--- src/rtl/pmem_pkg.sv ---
// rtl/pmem_pkg.sv - shared types and helpers for the parity-memory round-robin controller
//
// Contents:
//   state_t   : controller FSM states (IDLE, ISSUE, WAIT, RESP)
//   owner_t   : which requester owns the current transfer (OWN_A, OWN_B)
//   DATA_W    : native data width that even_par() operates on
//   PERR_MAX  : saturation value of the parity-error counter
//   even_par  : returns {parity, data} with the parity bit chosen so the word has even parity

package pmem_pkg;

  typedef enum logic [1:0] {
    IDLE  = 2'd0,
    ISSUE = 2'd1,
    WAIT  = 2'd2,
    RESP  = 2'd3
  } state_t;

  typedef enum logic {
    OWN_A = 1'b0,
    OWN_B = 1'b1
  } owner_t;

  localparam int         DATA_W   = 8;
  localparam logic [7:0] PERR_MAX = 8'hFF;

  // The stored word carries an extra bit that makes the total count of ones even,
  // so XOR-reducing a clean word always yields 0.
  function automatic logic [DATA_W:0] even_par(input logic [DATA_W-1:0] data);
    return {^data, data};
  endfunction

endpackage

--- src/rtl/rr_arb2.sv ---
// rtl/rr_arb2.sv - two-way round-robin arbiter
//
// Ports:
//   req        in   2  request vector, bit 0 = requester A, bit 1 = requester B
//   last_grant in   1  owner of the most recent grant (loser of the next tie wins)
//   en         in   1  arbitration enable; gnt is all-zero when low
//   gnt        out  2  one-hot grant, same bit order as req

module rr_arb2
  import pmem_pkg::*;
(
  input  logic [1:0] req,
  input  owner_t     last_grant,
  input  logic       en,
  output logic [1:0] gnt
);

  // A wins when it is alone or when B had the last turn; otherwise B takes any
  // request it has. This yields strict alternation under constant contention.
  always_comb begin
    gnt = 2'b00;
    if (en) begin
      if (req[0] && (!req[1] || last_grant == OWN_B)) begin
        gnt = 2'b01;
      end else if (req[1]) begin
        gnt = 2'b10;
      end
    end
  end

endmodule

--- src/rtl/pmem_rr_ctrl.sv ---
// rtl/pmem_rr_ctrl.sv - round-robin controller sharing one parity-protected memory between two requesters
//
// Parameters:
//   AW      address width
//   DW      data width; memory words are DW+1 bits {parity, data}
//   RD_LAT  cycles from the mem_read cycle to valid mem_rdata (1..7)
//
// Ports:
//   pclk                  in   1     clock, rising edge
//   reset                 in   1     synchronous, active-high
//   a_valid/b_valid       in   1     command valid
//   a_we/b_we             in   1     1 = write, 0 = read
//   a_addr/b_addr         in   AW    command address
//   a_wdata/b_wdata       in   DW    write data
//   a_ready/b_ready       out  1     command accepted this cycle (combinational)
//   a_rsp_valid/b_rsp_valid out 1    one-cycle response pulse to the owner
//   rsp_rdata             out  DW    read data, qualified by x_rsp_valid
//   rsp_perr              out  1     parity error on this response
//   mem_write/mem_read    out  1     one-cycle memory strobes
//   mem_addr              out  AW    memory address (held between transfers)
//   mem_wdata             out  DW+1  {parity, data} to memory (held between writes)
//   mem_rdata             in   DW+1  {parity, data} from memory
//   busy                  out  1     a transfer is in flight
//   perr_cnt              out  8     saturating parity-error count

module pmem_rr_ctrl
  import pmem_pkg::*;
#(
  parameter int AW     = 16,
  parameter int DW     = 8,
  parameter int RD_LAT = 1
) (
  input  logic          pclk,
  input  logic          reset,
  input  logic          a_valid,
  input  logic          a_we,
  input  logic [AW-1:0] a_addr,
  input  logic [DW-1:0] a_wdata,
  output logic          a_ready,
  output logic          a_rsp_valid,
  input  logic          b_valid,
  input  logic          b_we,
  input  logic [AW-1:0] b_addr,
  input  logic [DW-1:0] b_wdata,
  output logic          b_ready,
  output logic          b_rsp_valid,
  output logic [DW-1:0] rsp_rdata,
  output logic          rsp_perr,
  output logic          mem_write,
  output logic          mem_read,
  output logic [AW-1:0] mem_addr,
  output logic [DW:0]   mem_wdata,
  input  logic [DW:0]   mem_rdata,
  output logic          busy,
  output logic [7:0]    perr_cnt
);

  localparam int CNT_W = 3;

  state_t            state;
  owner_t            owner;
  owner_t            last_grant;
  logic              lat_we;
  logic [CNT_W-1:0]  wait_cnt;

  logic [1:0]        gnt;
  logic              arb_en;
  logic              sel_we;
  logic [AW-1:0]     sel_addr;
  logic [DW-1:0]     sel_wdata;
  logic [DW:0]       sel_word;
  logic              rd_perr;

  // Arbitration is only meaningful while no transfer is in flight.
  assign arb_en = (state == IDLE);

  rr_arb2 u_arb (
    .req        ({b_valid, a_valid}),
    .last_grant (last_grant),
    .en         (arb_en),
    .gnt        (gnt)
  );

  assign a_ready = gnt[0];
  assign b_ready = gnt[1];

  // Payload of whichever requester is granted this cycle.
  always_comb begin
    sel_we    = a_we;
    sel_addr  = a_addr;
    sel_wdata = a_wdata;
    if (gnt[1]) begin
      sel_we    = b_we;
      sel_addr  = b_addr;
      sel_wdata = b_wdata;
    end
  end

  // The package helper is sized for the native data width; other widths fall
  // back to the same formula written out.
  generate
    if (DW == DATA_W) begin : g_par_pkg
      assign sel_word = even_par(sel_wdata);
    end else begin : g_par_gen
      assign sel_word = {^sel_wdata, sel_wdata};
    end
  endgenerate

  // A clean word XOR-reduces to 0; any odd number of flipped bits shows as 1.
  assign rd_perr = ^mem_rdata;

  // The accept edge loads the memory strobes directly, so they are high during
  // the ISSUE cycle and fall automatically on the following edge. mem_addr and
  // mem_wdata are loaded only on accept so they hold between transfers.
  always_ff @(posedge pclk) begin
    if (reset) begin
      state       <= IDLE;
      owner       <= OWN_A;
      last_grant  <= OWN_B;
      lat_we      <= 1'b0;
      wait_cnt    <= '0;
      a_rsp_valid <= 1'b0;
      b_rsp_valid <= 1'b0;
      rsp_rdata   <= '0;
      rsp_perr    <= 1'b0;
      mem_write   <= 1'b0;
      mem_read    <= 1'b0;
      mem_addr    <= '0;
      mem_wdata   <= '0;
      busy        <= 1'b0;
      perr_cnt    <= '0;
    end else begin
      mem_write   <= 1'b0;
      mem_read    <= 1'b0;
      a_rsp_valid <= 1'b0;
      b_rsp_valid <= 1'b0;
      rsp_perr    <= 1'b0;

      case (state)
        IDLE: begin
          if (gnt != 2'b00) begin
            owner      <= gnt[1] ? OWN_B : OWN_A;
            last_grant <= gnt[1] ? OWN_B : OWN_A;
            lat_we     <= sel_we;
            mem_addr   <= sel_addr;
            if (sel_we) begin
              mem_wdata <= sel_word;
              mem_write <= 1'b1;
            end else begin
              mem_read  <= 1'b1;
            end
            busy  <= 1'b1;
            state <= ISSUE;
          end
        end

        ISSUE: begin
          if (lat_we) begin
            a_rsp_valid <= (owner == OWN_A);
            b_rsp_valid <= (owner == OWN_B);
            rsp_rdata   <= '0;
            state       <= RESP;
          end else begin
            // Counting down from RD_LAT-1 spends exactly RD_LAT cycles in WAIT,
            // the last of which is when the memory presents its data.
            wait_cnt <= CNT_W'(RD_LAT - 1);
            state    <= WAIT;
          end
        end

        WAIT: begin
          if (wait_cnt == '0) begin
            a_rsp_valid <= (owner == OWN_A);
            b_rsp_valid <= (owner == OWN_B);
            rsp_rdata   <= mem_rdata[DW-1:0];
            rsp_perr    <= rd_perr;
            if (rd_perr && perr_cnt != PERR_MAX) begin
              perr_cnt <= perr_cnt + 8'd1;
            end
            state <= RESP;
          end else begin
            wait_cnt <= wait_cnt - 1'b1;
          end
        end

        RESP: begin
          busy  <= 1'b0;
          state <= IDLE;
        end

        default: begin
          busy  <= 1'b0;
          state <= IDLE;
        end
      endcase
    end
  end

endmodule

--- config.mk ---
export PLATFORM = sky130hd
export DESIGN_NAME = pmem_rr_ctrl
export DESIGN_NICKNAME = d
export VERILOG_FILES = /design/src/rtl/pmem_pkg.sv /design/src/rtl/rr_arb2.sv /design/src/rtl/pmem_rr_ctrl.sv
export SDC_FILE = /design/constraint.sdc
export NUM_CORES = 1
export LEC_CHECK = 0
export CAP_MARGIN = 30
export CELL_PAD_IN_SITES_DETAIL_PLACEMENT = 1
export CELL_PAD_IN_SITES_GLOBAL_PLACEMENT = 1
export CORE_ASPECT_RATIO = 0.75
export CORE_UTILIZATION = 29
export DETAILED_ROUTE_END_ITERATION = 16
export PLACE_DENSITY_LB_ADDON = 0.12
export SYNTH_ARGS = -nofsm -noshare
export SYNTH_HDL_FRONTEND = slang
export SYNTH_SLANG_ARGS = --single-unit
--- constraint.sdc ---
create_clock -name pclk -period 4.41 [get_ports pclk]
set_clock_uncertainty 0.15 [all_clocks]
set_input_delay 0.882 -clock pclk [delete_from_list [all_inputs] [get_ports pclk]]
set_output_delay 0.882 -clock pclk [all_outputs]
set_load 0.01 [all_outputs]
# Word level (Yosys, flattened, before mapping)
# Index checks and enable logic that the tools add are counted.
# Widths: inputs -> output; s select.
# word_totals
register_bits,55
input_bits,63
out_inout_bits,49
wordCells,78
# op_classes
addsub,2
n_eq_ne,9
n_mux,27
bitwise,5
reduce_logical,20
# op_table
cell,count
$mux 8,3
$mux 16,1
$pmux 8 s2,1
$reduce_and 3->1,4
$mux 1,10
$mux 2,5
$reduce_xor 9->1,1
$add 8x1->8 const B,1
$ne 2x2->1 const B,4
$ne 8x8->1 const B,1
$pmux 2 s4,1
$reduce_xor 8->1,1
$mux 3,2
$pmux 1 s2,3
$pmux 3 s2,1
$reduce_and 2->1,3
$reduce_bool 2->1,3
$reduce_or 3->1,2
$not 1->1,5
$eq 2x2->1 const B,2
$logic_not 3->1,1
$sub 3x1->3 const B,1
$eq 2x1->1 const B,1
$logic_and 1x1->1,2
4 further kinds,4

# Depth between registers and ports, before layout
# logic_depth
ltp_word,8
mapped_depth,9
depth_no_buf,7

# By module
# Synthesis repeated with hierarchy kept, for this count alone.
# hier_totals
hier_cells,296
hier_area_um2,2675.1
# by_module_without_submodules
module,n_inst,cells_per_inst,area_each_um2,seq_area_each_um2
pmem_rr_ctrl,1,291,2653.8,1101.1
rr_arb2,1,5,21.3,0.0

# Worst setup path before layout
# Ideal clock, no wire load.
# synth_timing
kind,input-to-output
startpoint,input a_valid
endpoint,output b_ready
arrival_ns,1.659
t_required_ns,3.378
path_slack_ns,1.719
path_stages,5
n_path_buf,2
cell_sequence,nand2_1 nand3_1 buf_2 clkinv_1 clkbuf_1
# synth_via
elab_chain_cells,3
# synth_rtl
element,line_no,source
from (decl),pmem_rr_ctrl.sv:35,"input logic a_valid,"
$logic_and 1x1->1,rr_arb2.sv:23,if (req[0] && (!req[1] || last_grant == OWN_B)) begin
$mux 2,rr_arb2.sv:23,
$mux 2,rr_arb2.sv:22,if (en) begin
to (decl),pmem_rr_ctrl.sv:45,"output logic b_ready,"
# No other way between the ends.

# Final worst setup path
# layout_timing
startpoint,input b_valid
endpoint,output b_ready
# layout_via
elab_chain_cells,5
word_cells_on_any_way,6
cone_classes,3 x mux; 3 x reduce/logical
# layout_rtl
element,line_no,source
from (decl),pmem_rr_ctrl.sv:41,"input logic b_valid,"
$logic_not 1->1,rr_arb2.sv:23,
$logic_or 1x1->1,rr_arb2.sv:23,
$logic_and 1x1->1,rr_arb2.sv:23,
$mux 2 (*),rr_arb2.sv:23,
$mux 2 (*),rr_arb2.sv:22,
# Every way passes the cells marked *; elsewhere a longest branch is shown, timed or not.

==> metrics.log <==
INFO  metric outcome = complete, no violations
INFO  metric grt_overflow = 0
INFO  metric power.density = between 400 and 500 nW/um2
INFO  metric cts-hold-fix-buffers = 0
INFO  metric finalSetupTns = 0 ps
INFO  metric area_growth_syn_to_layout = 52.5%
INFO  metric fp.dieW = 113 um
INFO  metric avgViaCountPerCell = ~5.0
INFO  metric static-leakage-power = approximately 1.6 nW
INFO  metric power.ir.vdd_worst = between 0.15 and 0.2 mV
INFO  metric switching_share = 35.3%
INFO  metric cts.sinks = between 50 and 60
INFO  metric grt_setup_unrepaired = false
INFO  metric place.gp.congestion = ~0.75
INFO  metric worst_setup_path_class = in -> out
INFO  metric clkSlewWorstSetupHoldPaths = 70 ps
INFO  metric critPathCaptureType = primary output
INFO  metric ant_nets = 0
INFO  metric hpwl = about 5900 um
INFO  metric timing_worst_slew_pin_value = 597 ps
INFO  metric comb_power_share = 44.6%
INFO  metric gr-usage-all-layers = between 15 and 20%
INFO  metric antenna_cells_inserted = 0
INFO  metric clk_root_buffer_cell = sky130_fd_sc_hd__clkbuf_16
INFO  metric synth_seq_cells = between 50 and 60
INFO  metric critical_path.max_fanout = 18
INFO  metric ioPinCount = approximately 110
INFO  metric placement.io_buffers = between 100 and 150
INFO  metric cts_buffer_depth = 2
INFO  metric power.net_switching = 0.718 mW
INFO  metric p_int = 1.32 mW
INFO  metric seq_power_share = between 30% and 40%
INFO  metric fp.dieH = between 80 and 90 um
INFO  metric finalSetupViolCount = 0
INFO  metric design.core.area = ~8700 um2
INFO  metric nets = approximately 500
INFO  metric largest_net_degree_at_the_start_of_global_routing = 41
INFO  metric wl_cell = roughly 15 um
INFO  metric drtIter0Drc = around 140
INFO  metric clock_buffers_created_by_tritoncts = 5
INFO  metric seq_area_frac_synth = about two fifths
INFO  metric worst-endpoint-required = approximately 3400 ps
INFO  metric cts_resized = 0
INFO  metric synth_edf_count = 0
INFO  metric cts_tree = yes
INFO  metric number_of_placement_rows = 29
INFO  metric regToRegStartpoint = state[0]
INFO  metric worst_ep_arrival_time = around 2500 ps
INFO  metric netlist_area = between 2000 and 3000 um2
INFO  metric grt_first_pass_wirelength = approximately 13,000 um
INFO  metric detailroute.via_count = about 2,700
INFO  metric fmax = roughly 0.29 GHz
INFO  metric yosysWarnings = 0
INFO  metric post_synth_inst_count = approximately 310
INFO  metric dominantRegCellSynth = sky130_fd_sc_hd__dfxtp_1
INFO  metric initial_utilization = a little under a third
INFO  metric postSynthNetCount = 383
INFO  metric postSynthAreaPerCell = approximately 8.6 um2
INFO  metric design.die.area = about 9600 um2
INFO  metric synth_async_sr_flop_share = 0%
INFO  metric post-route-drc-count = 0
INFO  metric drive_above_1_share = 5.00%
INFO  metric setup.worst_path.start_class = input pin
INFO  metric post-route-worst-setup-slack = slightly above 900 ps
INFO  metric hold_start = owner
INFO  metric p_clk_share = 23.2%
INFO  metric max_slew_headroom = around three fifths
INFO  metric post_dp_cell_area = 3910 um2
INFO  metric hold_violations = 0
INFO  metric synth_cell_types = 47
INFO  metric antenna_violations_before_repair = 0
INFO  metric clk_latency = about 300 ps
INFO  metric mostFrequentLayoutCell = sky130_fd_sc_hd__clkdlybuf4s50_1
INFO  metric final.period_utilization = between 70% and 80%
INFO  metric post-route-min-period = approximately 3500 ps
INFO  metric final_cell_mix = sky130_fd_sc_hd__clkdlybuf4s50_1 (110), sky130_fd_sc_hd__dfxtp_1 (55), sky130_fd_sc_hd__nor2_1 (45)
INFO  metric cap_violations = 0
INFO  metric worstHoldPathType = reg -> reg
INFO  metric count_of_buffers_added_by_post_cts_timing_repair_for_setup = 0
INFO  metric detail_route.wirelength = 8060 um
INFO  metric finalMaxSlewViolations = 0
INFO  metric cts_htree_levels = 2
INFO  metric startpoint = b_valid
INFO  metric first_global_vias = ~2,700
INFO  metric fin_area = between 4000 and 5000 um2
INFO  metric detailedRoute.firstPassIterationCount = 4
INFO  metric place_ws = 913 ps
==> sequential cells by signal, summed over array words and instances, names as in the netlist, 2 cells and up <==
register   flops
mem_addr      16
mem_wdata      9
perr_cnt       8
rsp_rdata      8
wait_cnt       3
state          2
==> layer usage <==
| metal | global-route usage, % | routed length (um) |
|---|---|---|
| met1 | 21.7 | 3680 |
| met2 | 30.0 | 3830 |
| met3 | 4.64 | 403 |
| met4 | 6.46 | 145 |
| met5 | 0 | 0 |
==> metrics by stage <==
step / util [%] / hold slack (ps) / total power [mW] / std cells
2_1_floorplan: - / 265 / 1.18 / 312
3_3_place_gp: 44.3 / 286 / 1.52 / 518
3_5_place_dp: 44.9 / 289 / 1.58 / 520
4_1_cts: 46.9 / 330 / 2.06 / 528
5_1_grt: 46.9 / 348 / 2.18 / 528
6_report: 46.9 / 318 / 2.03 / 528
==> area by class of cell <==
class / count / area [um2]
clock inverters: 2 / 35.0
repair buffers: 117 / 1180
flip-flops and latches: 55 / 1100
multi-input cells: 232 / 1460
fillers: 1030 / 4630
clock buffers: 6 / 139
inverters: 8 / 30.0
well taps: 108 / 135
==> cells in the mapped netlist, types with 2 or more instances <==
| library cell | number | area (um2) |
|---|---|---|
| sky130_fd_sc_hd__nor2b_1 | 4 | 25.0 |
| sky130_fd_sc_hd__a211oi_1 | 10 | 75.1 |
| sky130_fd_sc_hd__nand4_1 | 2 | 12.5 |
| sky130_fd_sc_hd__dfxtp_1 | 55 | 1100 |
| sky130_fd_sc_hd__nor4b_1 | 2 | 17.5 |
| sky130_fd_sc_hd__nor2_1 | 45 | 169 |
| sky130_fd_sc_hd__nor3_1 | 4 | 20.0 |
| sky130_fd_sc_hd__xnor2_1 | 20 | 175 |
| sky130_fd_sc_hd__nand2b_1 | 4 | 25.0 |
| sky130_fd_sc_hd__a311oi_1 | 16 | 140 |
| sky130_fd_sc_hd__mux2i_1 | 10 | 100 |
| sky130_fd_sc_hd__o31ai_1 | 3 | 22.5 |
| sky130_fd_sc_hd__a21oi_1 | 20 | 100 |
| sky130_fd_sc_hd__buf_1 | 2 | 7.51 |
| sky130_fd_sc_hd__mux2_2 | 3 | 33.8 |
| sky130_fd_sc_hd__inv_1 | 7 | 26.3 |
| sky130_fd_sc_hd__nand3_1 | 6 | 30.0 |
| sky130_fd_sc_hd__and3_1 | 8 | 50.1 |
| sky130_fd_sc_hd__o21ai_0 | 4 | 20.0 |
| sky130_fd_sc_hd__or4_1 | 3 | 22.5 |
| sky130_fd_sc_hd__ha_1 | 8 | 100 |
| sky130_fd_sc_hd__nand2_1 | 40 | 150 |
| sky130_fd_sc_hd__buf_2 | 3 | 15.0 |
| sky130_fd_sc_hd__clkbuf_1 | 9 | 33.8 |
| sky130_fd_sc_hd__a22oi_1 | 2 | 15.0 |
==> worst max-delay path: stages <==
cell and delay (ps):
sky130_fd_sc_hd__clkdlybuf4s50_1 580, sky130_fd_sc_hd__nand3_1 130, sky130_fd_sc_hd__clkinv_1 70, sky130_fd_sc_hd__buf_4 230, sky130_fd_sc_hd__clkdlybuf4s50_1 580
==> worst paths after layout <==
check	to	slack, ps	depth (start not counted)
min	a_rsp_valid	320	1
min reg2reg	a_rsp_valid	320	1
max	b_ready	910	5
max reg2reg	perr_cnt[7]	1750	7
==> power groups by stage <==
stage / logic [mW] / clock network [mW] / registers [mW]
after floorplan: 0.473 / 0 / 0.703
after global placement: 0.858 / 0 / 0.666
after detailed placement: 0.912 / 0 / 0.669
after CTS: 0.920 / 0.485 / 0.658
after global routing: 0.998 / 0.507 / 0.670
final: 0.907 / 0.471 / 0.657
==> logic make-up (layout without fill, tap and decap cells) <==
| kind of cell | after synthesis | count (layout) | share of synthesized area, % |
|---|---|---|---|
| multiplexers | 13 | 13 | 5.00 |
| AND/OR/NAND/NOR | 128 | 128 | 22.4 |
| XOR/XNOR | 21 | 21 | 7.39 |
| buffers and inverters | 25 | 133 | 4.40 |
| AO/OA/AOI/OAI | 62 | 62 | 15.9 |
| flip-flops | 55 | 55 | 41.2 |
| adder cells (fa/ha/maj) | 8 | 8 | 3.74 |
Power figures use the tool's default switching activity.
